`config.mk`:
```
export PLATFORM = sky130hd
export DESIGN_NAME = operand_entry
export DESIGN_NICKNAME = d
export VERILOG_FILES = /design/src/rtl/calc_pkg.sv /design/src/rtl/btn_conditioner.sv /design/src/rtl/operand_entry.sv
export SDC_FILE = /design/constraint.sdc
export NUM_CORES = 1
export LEC_CHECK = 0
export CAP_MARGIN = 20
export CORE_MARGIN = 2
export CORE_UTILIZATION = 51
export DETAILED_ROUTE_END_ITERATION = 16
export HOLD_SLACK_MARGIN = 0.06
export PLACE_DENSITY = 0.82
export SLEW_MARGIN = 20
export SYNTH_ARGS = -nofsm -noshare
export SYNTH_HDL_FRONTEND = slang
export SYNTH_SLANG_ARGS = --single-unit
export TNS_END_PERCENT = 10
```
`constraint.sdc`:
```
create_clock -name clk -period 2.7 [get_ports clk]
set_input_delay 0.54 -clock clk [delete_from_list [all_inputs] [get_ports clk]]
set_output_delay 0.54 -clock clk [all_outputs]
set_load 0.01 [all_outputs]
```
`src/rtl/calc_pkg.sv`:
```
// Shared definitions for the operand-entry and calculation stages:
// operand/operator widths and the entry-FSM state encoding.
package calc_pkg;

  localparam int OPERAND_W = 4;
  localparam int OP_W      = 3;

  typedef enum logic [1:0] {
    S_A    = 2'd0,
    S_B    = 2'd1,
    S_OP   = 2'd2,
    S_SHOW = 2'd3
  } entry_state_t;

endpackage

```
`src/rtl/btn_conditioner.sv`:
```
// Pushbutton conditioner: 2-flop synchronizer, optional debounce and
// rising-edge detector producing a one-cycle press pulse.
// Debounce is built only with OPERAND_ENTRY_DEBOUNCE_EN defined.
module btn_conditioner #(
  parameter int unsigned DEBOUNCE_CYCLES = 1000000
) (
  input  logic clk,
  input  logic reset,
  input  logic btn,
  output logic press
);

  logic sync1, sync2;
  logic vld1, vld2;
  logic level, level_q;
  logic armed;

  // Synchronizer chain; vld1/vld2 mark when sync2 holds a real post-reset sample
  always_ff @(posedge clk) begin
    if (reset) begin
      sync1 <= 1'b0;
      sync2 <= 1'b0;
      vld1  <= 1'b0;
      vld2  <= 1'b0;
    end else begin
      sync1 <= btn;
      sync2 <= sync1;
      vld1  <= 1'b1;
      vld2  <= vld1;
    end
  end

`ifdef OPERAND_ENTRY_DEBOUNCE_EN
  localparam int unsigned CNT_W = (DEBOUNCE_CYCLES > 1) ? $clog2(DEBOUNCE_CYCLES) : 1;
  localparam logic [CNT_W-1:0] CNT_LAST = CNT_W'(DEBOUNCE_CYCLES - 1);

  logic [CNT_W-1:0] cnt;
  logic             level_r;

  // Accept the synchronized level once it has differed for DEBOUNCE_CYCLES cycles
  always_ff @(posedge clk) begin
    if (reset) begin
      cnt     <= '0;
      level_r <= 1'b0;
    end else if (sync2 != level_r) begin
      if (cnt == CNT_LAST) begin
        level_r <= sync2;
        cnt     <= '0;
      end else begin
        cnt <= cnt + 1'b1;
      end
    end else begin
      cnt <= '0;
    end
  end

  assign level = level_r;
`else
  assign level = sync2;
`endif

  // Edge detect; a button held through reset stays disarmed until a real low is seen
  always_ff @(posedge clk) begin
    if (reset) begin
      press   <= 1'b0;
      level_q <= 1'b0;
      armed   <= 1'b0;
    end else begin
      press   <= armed & level & ~level_q;
      level_q <= level;
      armed   <= armed | (vld2 & ~sync2);
    end
  end

endmodule

```
`src/rtl/operand_entry.sv`:
```
// Operand entry: collects operand A, operand B and an operator through
// enter/clear pushbuttons and presents the latched triple to the
// calculation stage. Define OPERAND_ENTRY_DEBOUNCE_EN to debounce buttons.
module operand_entry
  import calc_pkg::*;
#(
  parameter int unsigned DEBOUNCE_CYCLES = 1000000
) (
  input  logic                 clk,
  input  logic                 reset,
  input  logic                 btn_enter,
  input  logic                 btn_clear,
  input  logic [OPERAND_W-1:0] sw,
  input  logic [OP_W-1:0]      sw_op,
  output logic [OPERAND_W-1:0] a,
  output logic [OPERAND_W-1:0] b,
  output logic [OP_W-1:0]      op,
  output logic                 valid,
  output logic                 load,
  output logic [1:0]           stage
);

  logic press_enter, press_clear;

  entry_state_t         state, state_nxt;
  logic [OPERAND_W-1:0] a_nxt, b_nxt;
  logic [OP_W-1:0]      op_nxt;
  logic                 valid_nxt, load_nxt;

  btn_conditioner #(.DEBOUNCE_CYCLES(DEBOUNCE_CYCLES)) u_enter (
    .clk   (clk),
    .reset (reset),
    .btn   (btn_enter),
    .press (press_enter)
  );

  btn_conditioner #(.DEBOUNCE_CYCLES(DEBOUNCE_CYCLES)) u_clear (
    .clk   (clk),
    .reset (reset),
    .btn   (btn_clear),
    .press (press_clear)
  );

  // State and latched-output registers
  always_ff @(posedge clk) begin
    if (reset) begin
      state <= S_A;
      a     <= '0;
      b     <= '0;
      op    <= '0;
      valid <= 1'b0;
      load  <= 1'b0;
    end else begin
      state <= state_nxt;
      a     <= a_nxt;
      b     <= b_nxt;
      op    <= op_nxt;
      valid <= valid_nxt;
      load  <= load_nxt;
    end
  end

  // Next state and next register values; clear overrides enter
  always_comb begin
    state_nxt = state;
    a_nxt     = a;
    b_nxt     = b;
    op_nxt    = op;
    valid_nxt = valid;
    load_nxt  = 1'b0;
    if (press_clear) begin
      state_nxt = S_A;
      a_nxt     = '0;
      b_nxt     = '0;
      op_nxt    = '0;
      valid_nxt = 1'b0;
    end else if (press_enter) begin
      case (state)
        S_A: begin
          a_nxt     = sw;
          state_nxt = S_B;
        end
        S_B: begin
          b_nxt     = sw;
          state_nxt = S_OP;
        end
        S_OP: begin
          op_nxt    = sw_op;
          valid_nxt = 1'b1;
          load_nxt  = 1'b1;
          state_nxt = S_SHOW;
        end
        default: begin
          valid_nxt = 1'b0;
          state_nxt = S_A;
        end
      endcase
    end
  end

  assign stage = state;

endmodule

```
* Word level (Yosys, flattened, before mapping)
Index checks and enable logic that the tools add are counted.
** Cells by class
- Multiplexer cells :: 4
- Bitwise operators :: 14
- Equality and inequality tests :: 2
- Reduce and logical (&&, ||, !) cells :: 8
** Operator list (number)
- AND reduction 2 bit :: 4
- bitwise AND 1 bit :: 6
- inverter 1 bit :: 6
- one-hot mux 2 bit (3 select lines) :: 1
- OR reduction 2 bit :: 2
- OR reduction 3 bit :: 1
- equality test 2 x 1 -> 1 bit (second input constant) :: 1
- equality test 2 bit (second input constant) :: 1
- logical NOT 2 bit :: 1
- two-way mux 1 bit :: 2
- bitwise OR 1 bit :: 2
- one-hot mux 1 bit (2 select lines) :: 1
** Word-level totals
- Word-level logic and storage cells :: 46
- Register bits after elaboration :: 27
- Output and inout bits :: 15
- Bits of input ports :: 11

* Depth between registers and ports, before layout
Gate-level depths: netlist (run 1).
- Depth in word-level cells :: 4
- Depth in mapped cells :: 5
- Mapped depth without buffers :: 4

* Modules after synthesis
Synthesis (run 1) repeated with hierarchy kept, for this count alone.
** Second synthesis, totals
- Cells, all modules :: 103
- Area, all modules :: 1149.9 um^2
** By module, submodules not included
- operand_entry :: cells an instance 73, area each 747.0 um^2, instances 1
- btn_conditioner :: cells an instance 15, area each 201.4 um^2, instances 2

* Least setup slack after synthesis (run 1)
OpenSTA, ideal clock, no wires.
- Kind :: register to register
- Start :: register state[0] (netlist: stage[0])
- End :: register valid
- Cell stages (with the launch flop) :: 6
- Required time :: 2577 ps
- Clock period less this slack :: 1428 ps
- Arrival time :: 1304 ps
- Setup slack :: 1272 ps
- Setup time :: 123 ps
- Buffers on the path :: 1
- Path through :: dfxtp_1 inv_1 ha_1 buf_2 nor3b_2 mux2_1
** On the way
- Cells in the longest elaborated chain, start to end :: 4
- Elaborated cells between the ends (all ways) :: 7
- Those cells by class :: 2 x eq/ne; 1 x mux; 1 x bitwise; 3 x reduce/logical
** Ends and longest elaborated chain
- from (decl) :: line operand_entry.sv:25 : entry_state_t state, state_nxt;
- from (signal assigned) :: line operand_entry.sv:54 : state <= state_nxt;
- equality test 2 x 1 -> 1 bit / logical NOT 2 bit (equally long branches) :: line operand_entry.sv:78 : case (state)
- OR reduction 2 bit (no line)
- inverter 1 bit (no line)
- AND reduction 2 bit (no line)
- to (signal assigned) :: line operand_entry.sv:58 : valid <= valid_nxt;
- to (decl) :: line operand_entry.sv:18 : output logic valid,
Several ways; a longest one is shown, not always the timed one.
A chain may end at the register's enable or synchronous reset.

* Final worst setup path (run 1)
- Start :: register state[0] (netlist: stage[0])
- End :: output stage[0]
** RTL lines
- to (decl) :: line operand_entry.sv:20 : output logic [1:0] stage
No word-level cell between the ends.

==> results.md, run 1 <==
* Status: completed
* RePlAce Congestion at 0.654
* Detailed Place HPWL at 1.26 mm
* Final WL at 1.75 mm
* H-tree levels at 1
* R2r startpoint: stage[0]$_SDFFE_PP0P_
* DRT iter0 DRCs at 8
* Reg-to-reg setup timing slack at 1.22 ns
* TNS Setup at 0 ns
* Hold_ws at 0.404 ns
* Worst-skew pair later-pin latency at 0.31 ns
* CP max stage cell: clkdlybuf4s50_1
* Root Driver: clkbuf_4
* Setup crit start: stage[0]$_SDFFE_PP0P_
* Num CTS Buffers at 3
* Synth Register Bits at 27
* Worst-margin pin slew at 0.741 ns
* CP required at 2.16 ns
* Largest net degree at the start of global routing at 15
* Crit path depth at 1
* Port Buffers at 25
* Worst hold path type: reg -> reg
* Main synth FF type: dfxtp_1
* Post-DR wirelength/cell at 11.6 microns
* Syn Inst Count at 102
* Peak supply drop at 0.397 mV
* Post-Place Setup Slack at 0.860 ns
* Post-DRT Antenna Nets at 0
* Pwr per Cell Area at 453 mW/mm^2
* Maximum clock rate at 0.549 GHz
* Most frequent cell after synthesis: dfxtp_1
* Mapped Nets at 116
* Crit Path Class: reg -> out
* Initial antenna violation count at 0
* Worst path bufs/invs at 1
* Core area at 0.00200 sq mm
* Final Cycle Share at 67.5%
* Share of cells above drive strength 1 at 22.6%
* Worst stage delay on the critical path at 0.56 ns
* Unrepaired setup endpoints after global routing: no
* Final setup margin at 0.879 ns
* Post-layout util at 67.4%
* Die height at 50.4 microns
* DRC Markers at 0
* Pre-antenna DRT Iters at 4
* Crit path DAT at 1.28 ns
* Final setup viols at 0
* Post-CTS setup buffer count at 0
* Commonest cells in the netlist: dfxtp_1 (27), a21bo_2 (11), nand3_1 (11)
* Worst Path Max Fanout at 4
* Area leader, netlist: dfxtp_1
* Ys async rst share at 0%
* Synth Cell Area at 0.00110 sq mm
* Startpoint class of the critical path: register
* Skew final at 0.00133 ns
* Fill cell count at 161
* IO Count at 26
* Yosys top cell area share at 49.3%
* Initial Util at 54.8%
* Worst-path clk slew at 0.13 ns
* Warnings from Yosys at 0
* Distinct cells, synth at 23
* Worst Hold Depth at 1
* Worst setup path endpoint: stage[0]
* Cells along the critical path: clkdlybuf4s50_1
* Final net count at 139
* CTS hold repair buffers at 0
* Gr ovfl total at 0
* TritonCTS clock tree: done
* # clock sinks at 27
* Layout area overhead at 23.0%
* GRT Total Usage at 15.7%
* Final Hold Fails at 0
* First-pass GRT wire length at 3.11 mm
* Post-synth EDFFs at 0
* Top cells by area in the synthesized netlist: dfxtp_1 (49%), a21bo_2 (10%), a21oi_2 (6.4%)
* Synth Area per Inst at 10.8 sq um
* Leakage Power at 0.000474 uW
* Post-cts resize count at 0
* Reg2Reg Depth at 4
* CTS max path bufs at 2
* Diode count at 0
* Relative slew slack at 50.6%
* Pwr Total at 611 uW
* Worst R2R End: valid$_SDFFE_PP0P_
* Largest delay share family, worst path: buffers and inverters
* Vias in the first global route at 728
* Crit path capture type: output port
* Via count at 758
* Site Rows at 16
* Post-synthesis sequential area ratio at 49.3%
* Via-to-Cell Ratio at 5.02
* Final min period at 1.82 ns
* Die area at 0.00254 sq mm
* Max Slew Vio Count at 0
* Die W at 50.4 microns
* Max-cap viol count at 0
==> layout make-up <==
class,instances,area [sq um],area share [%]
clock buffers,4,26.3,1.95
inverters,5,18.8,1.39
multi-input cells,61,465,34.5
flip-flops and latches,27,541,40.0
well taps,27,33.8,2.50
repair buffers,27,265,19.6
==> layer usage <==
layer	vias up	track usage (%)	share of wire (%)
met5	-	0	0
li1	383	-	-
met4	0	6.76	1.3
met2	17	25.7	49
met1	354	20.7	46
met3	4	2.08	3.7
==> where the power goes <==
group	internal, uW	switching, uW
clock	57.8	107
sequential	406	2.93
combinational	20.6	15.9
==> how the worst min path moves through the flow <==
stage	from	to	slack, ns
after floorplan	u_clear.level_q$_SDFF_PP0_	u_clear.press$_SDFF_PP0_	0.37
after global placement	u_enter.level_q$_SDFF_PP0_	u_enter.press$_SDFF_PP0_	0.38
after detailed placement	u_clear.level_q$_SDFF_PP0_	u_clear.press$_SDFF_PP0_	0.39
after CTS	u_clear.level_q$_SDFF_PP0_	u_clear.press$_SDFF_PP0_	0.41
after global routing	u_clear.level_q$_SDFF_PP0_	u_clear.press$_SDFF_PP0_	0.43
final	u_clear.level_q$_SDFF_PP0_	u_clear.press$_SDFF_PP0_	0.40
==> layout by cell type (no fill, tap or decap), types with 2 or more instances in the layout <==
cell type / instances
buf_4: 2
dfxtp_1: 27
a21oi_1: 5
nor3b_1: 4
nor2_1: 2
a21bo_2: 11
ha_1: 3
clkbuf_4: 3
nand3_1: 11
clkdlybuf4s50_1: 25
nor2b_1: 7
a21oi_2: 8
nand2b_1: 2
inv_1: 5
==> stage by stage <==
step	cells	area, sq um
floorplan	102	1100
global placement	147	1320
detailed placement	147	1320
CTS	151	1350
global route	151	1350
finish	151	1350
==> flip-flops by register name, summed over array words and instances (netlist names), 2 cells and up <==
name and cells:
stage 2, a 4, b 4, op 3
==> kinds of logic (layout without fill, tap and decap cells) <==
group | after synthesis | after routing | share of synthesized area (%)
flops | 27 | 27 | 49.3
compound gates | 25 | 25 | 19.8
fa+ha+maj | 3 | 3 | 3.42
buf+inv | 14 | 36 | 8.32
mux | 2 | 2 | 1.94
simple gates | 31 | 31 | 17.2
(Power assumes the default switching activity.)
==> inputs of run 2 (changes only) <==
--- a/config.mk
+++ b/config.mk
@@ -7,10 +7,10 @@
 export LEC_CHECK = 0
 export CAP_MARGIN = 20
 export CORE_MARGIN = 2
-export CORE_UTILIZATION = 51
+export CORE_UTILIZATION = 48
 export DETAILED_ROUTE_END_ITERATION = 16
 export HOLD_SLACK_MARGIN = 0.06
-export PLACE_DENSITY = 0.82
+export PLACE_DENSITY = 0.77
 export SLEW_MARGIN = 20
 export SYNTH_ARGS = -nofsm -noshare
 export SYNTH_HDL_FRONTEND = slang
==> constraint.sdc (replaced) <==
create_clock -name clk -period 1.8 [get_ports clk]
set_input_delay 0.36 -clock clk [delete_from_list [all_inputs] [get_ports clk]]
set_output_delay 0.36 -clock clk [all_outputs]
set_load 0.01 [all_outputs]
==> run 2 against run 1 <==
  * Die area up 5.7%
  * Routed wire length up 2.1%
  * Via count down 0.13%
  * Critical endpoint unchanged
  * Highest routed layer unchanged
  * Clock power up 60%
  * Largest cell class unchanged
  * Global-route usage down 0.19 points
  * Largest power group unchanged
  * Clock skew up 0.0085 ns
  * Sequential share of layout area down 0.15 points
==> results.md, run 2 (same netlist as run 1, synthesis figures left out) <==
* Initial antenna violation count at 0
* Post-Place Setup Slack at 0.119 ns
* Unrepaired setup endpoints after global routing: no
* Hold_ws at 0.396 ns
* Final setup margin at 0.132 ns
* Status: completed
* DRT iter0 DRCs at 4
* Final setup viols at 0
* Worst path bufs/invs at 1
* Post-DRT Antenna Nets at 0
* Maximum clock rate at 0.599 GHz
* Final Hold Fails at 0
* Final net count at 139
* # clock sinks at 27
* Vias in the first global route at 738
* Detailed Place HPWL at 1.32 mm
* Layout area overhead at 23.5%
* Via count at 757
* Site Rows at 17
* DRC Markers at 0
* Top flop regs: a (4), b (4), op (3)
* Final min period at 1.67 ns
* H-tree levels at 1
* CP max stage cell: clkdlybuf4s50_1
* GRT Total Usage at 15.5%
* First-pass GRT wire length at 3.04 mm
* Startpoint class of the critical path: register
* Crit path DAT at 1.31 ns
* Max-cap viol count at 0
* Leakage Power at 0.000473 uW
* Post-DR wirelength/cell at 11.8 microns
* Core area at 0.00219 sq mm
* RePlAce Congestion at 0.708
* Post-CTS setup buffer count at 0
* Via-to-Cell Ratio at 4.98
* Die area at 0.00268 sq mm
* Gr ovfl total at 0
* Initial Util at 50.1%
* DP Cell Count at 148
* Worst-margin pin slew at 0.753 ns
* Final WL at 1.79 mm
* Worst Path Max Fanout at 4
* Largest net degree at the start of global routing at 20
* Share of cells above drive strength 1 at 23.4%
* Num CTS Buffers at 3
* Worst hold path type: reg -> reg
* Worst-path clk slew at 0.15 ns
* Pwr per Cell Area at 689 mW/mm^2
* IO Count at 26
* CTS max path bufs at 2
* Skew final at 0.00986 ns
* Most frequent cells in the layout: dfxtp_1 (27), clkdlybuf4s50_1 (25), nand3_1 (11), a21bo_2 (11), a21oi_2 (8)
* Diode count at 0
* Layout Cells excl Fill at 152
* Die height at 51.8 microns
* Final Cycle Share at 92.7%
* Relative slew slack at 49.8%
* Max Slew Vio Count at 0
* Post-cts resize count at 0
* Worst stage delay on the critical path at 0.56 ns
* CTS hold repair buffers at 0
* CP required at 1.44 ns
* Port Buffers at 25
* Largest delay share family, worst path: buffers and inverters
* Die W at 51.8 microns
* Peak supply drop at 0.652 mV
* Worst-skew pair later-pin latency at 0.33 ns
* Crit Path Class: reg -> out
* Post-layout util at 61.9%
* Crit path capture type: output port
* Root Driver: clkbuf_4
* TritonCTS clock tree: done
* Leading cell type in the layout, fill and taps excluded: dfxtp_1
* TNS Setup at 0 ns
* Pre-antenna DRT Iters at 4
* Cells along the critical path: clkdlybuf4s50_1
-- run 2: cell types whose count changed in the layout (fill, tap and decap cells not counted) --
cell        change
clkbuf_1        -1
clkinvlp_4      +1
-- run 2: through the flow --
stage,cell area (sq um),power (uW)
6_report,1360,934
5_1_grt,1360,970
4_1_cts,1360,944
3_5_place_dp,1330,684
3_3_place_gp,1330,682
2_1_floorplan,1100,659
-- run 2: layout make-up --
class | count | area [sq um]
clock buffers | 3 | 22.5
clock inverters | 1 | 7.51
fillers | 181 | 836
inverters | 5 | 18.8
multi-input cells | 61 | 465
flip-flops and latches | 27 | 541
well taps | 28 | 35.0
repair buffers | 27 | 265
-- run 2: final timing paths --
| kind | to | cells past startpoint | startpoint | slack (ns) |
|---|---|---|---|---|
| setup / recovery | stage[0] | 1 | stage[0]$_SDFFE_PP0P_ | 0.13 |
| hold / removal | u_clear.press$_SDFF_PP0_ | 1 | u_clear.level_q$_SDFF_PP0_ | 0.40 |
| setup reg to reg | valid$_SDFFE_PP0P_ | 4 | stage[0]$_SDFFE_PP0P_ | 0.31 |
| hold reg to reg | u_clear.press$_SDFF_PP0_ | 1 | u_clear.level_q$_SDFF_PP0_ | 0.40 |
-- run 2: power by group --
group          leakage, uW  total, uW  internal (uW)  switching [uW]
Combinational     0.000239       55.7           31.0            24.6
Sequential        0.000220        614            610            4.28
Clock            0.0000139        264           85.1             179
Total             0.000473        934            726             208
-- run 2: routing by layer --
metal / part of all wire [%] / GRT usage [%]
met1: 44 / 16.2
met2: 49 / 28.0
met3: 4.3 / 3.45
met4: 2.4 / 9.21
met5: 0 / 0
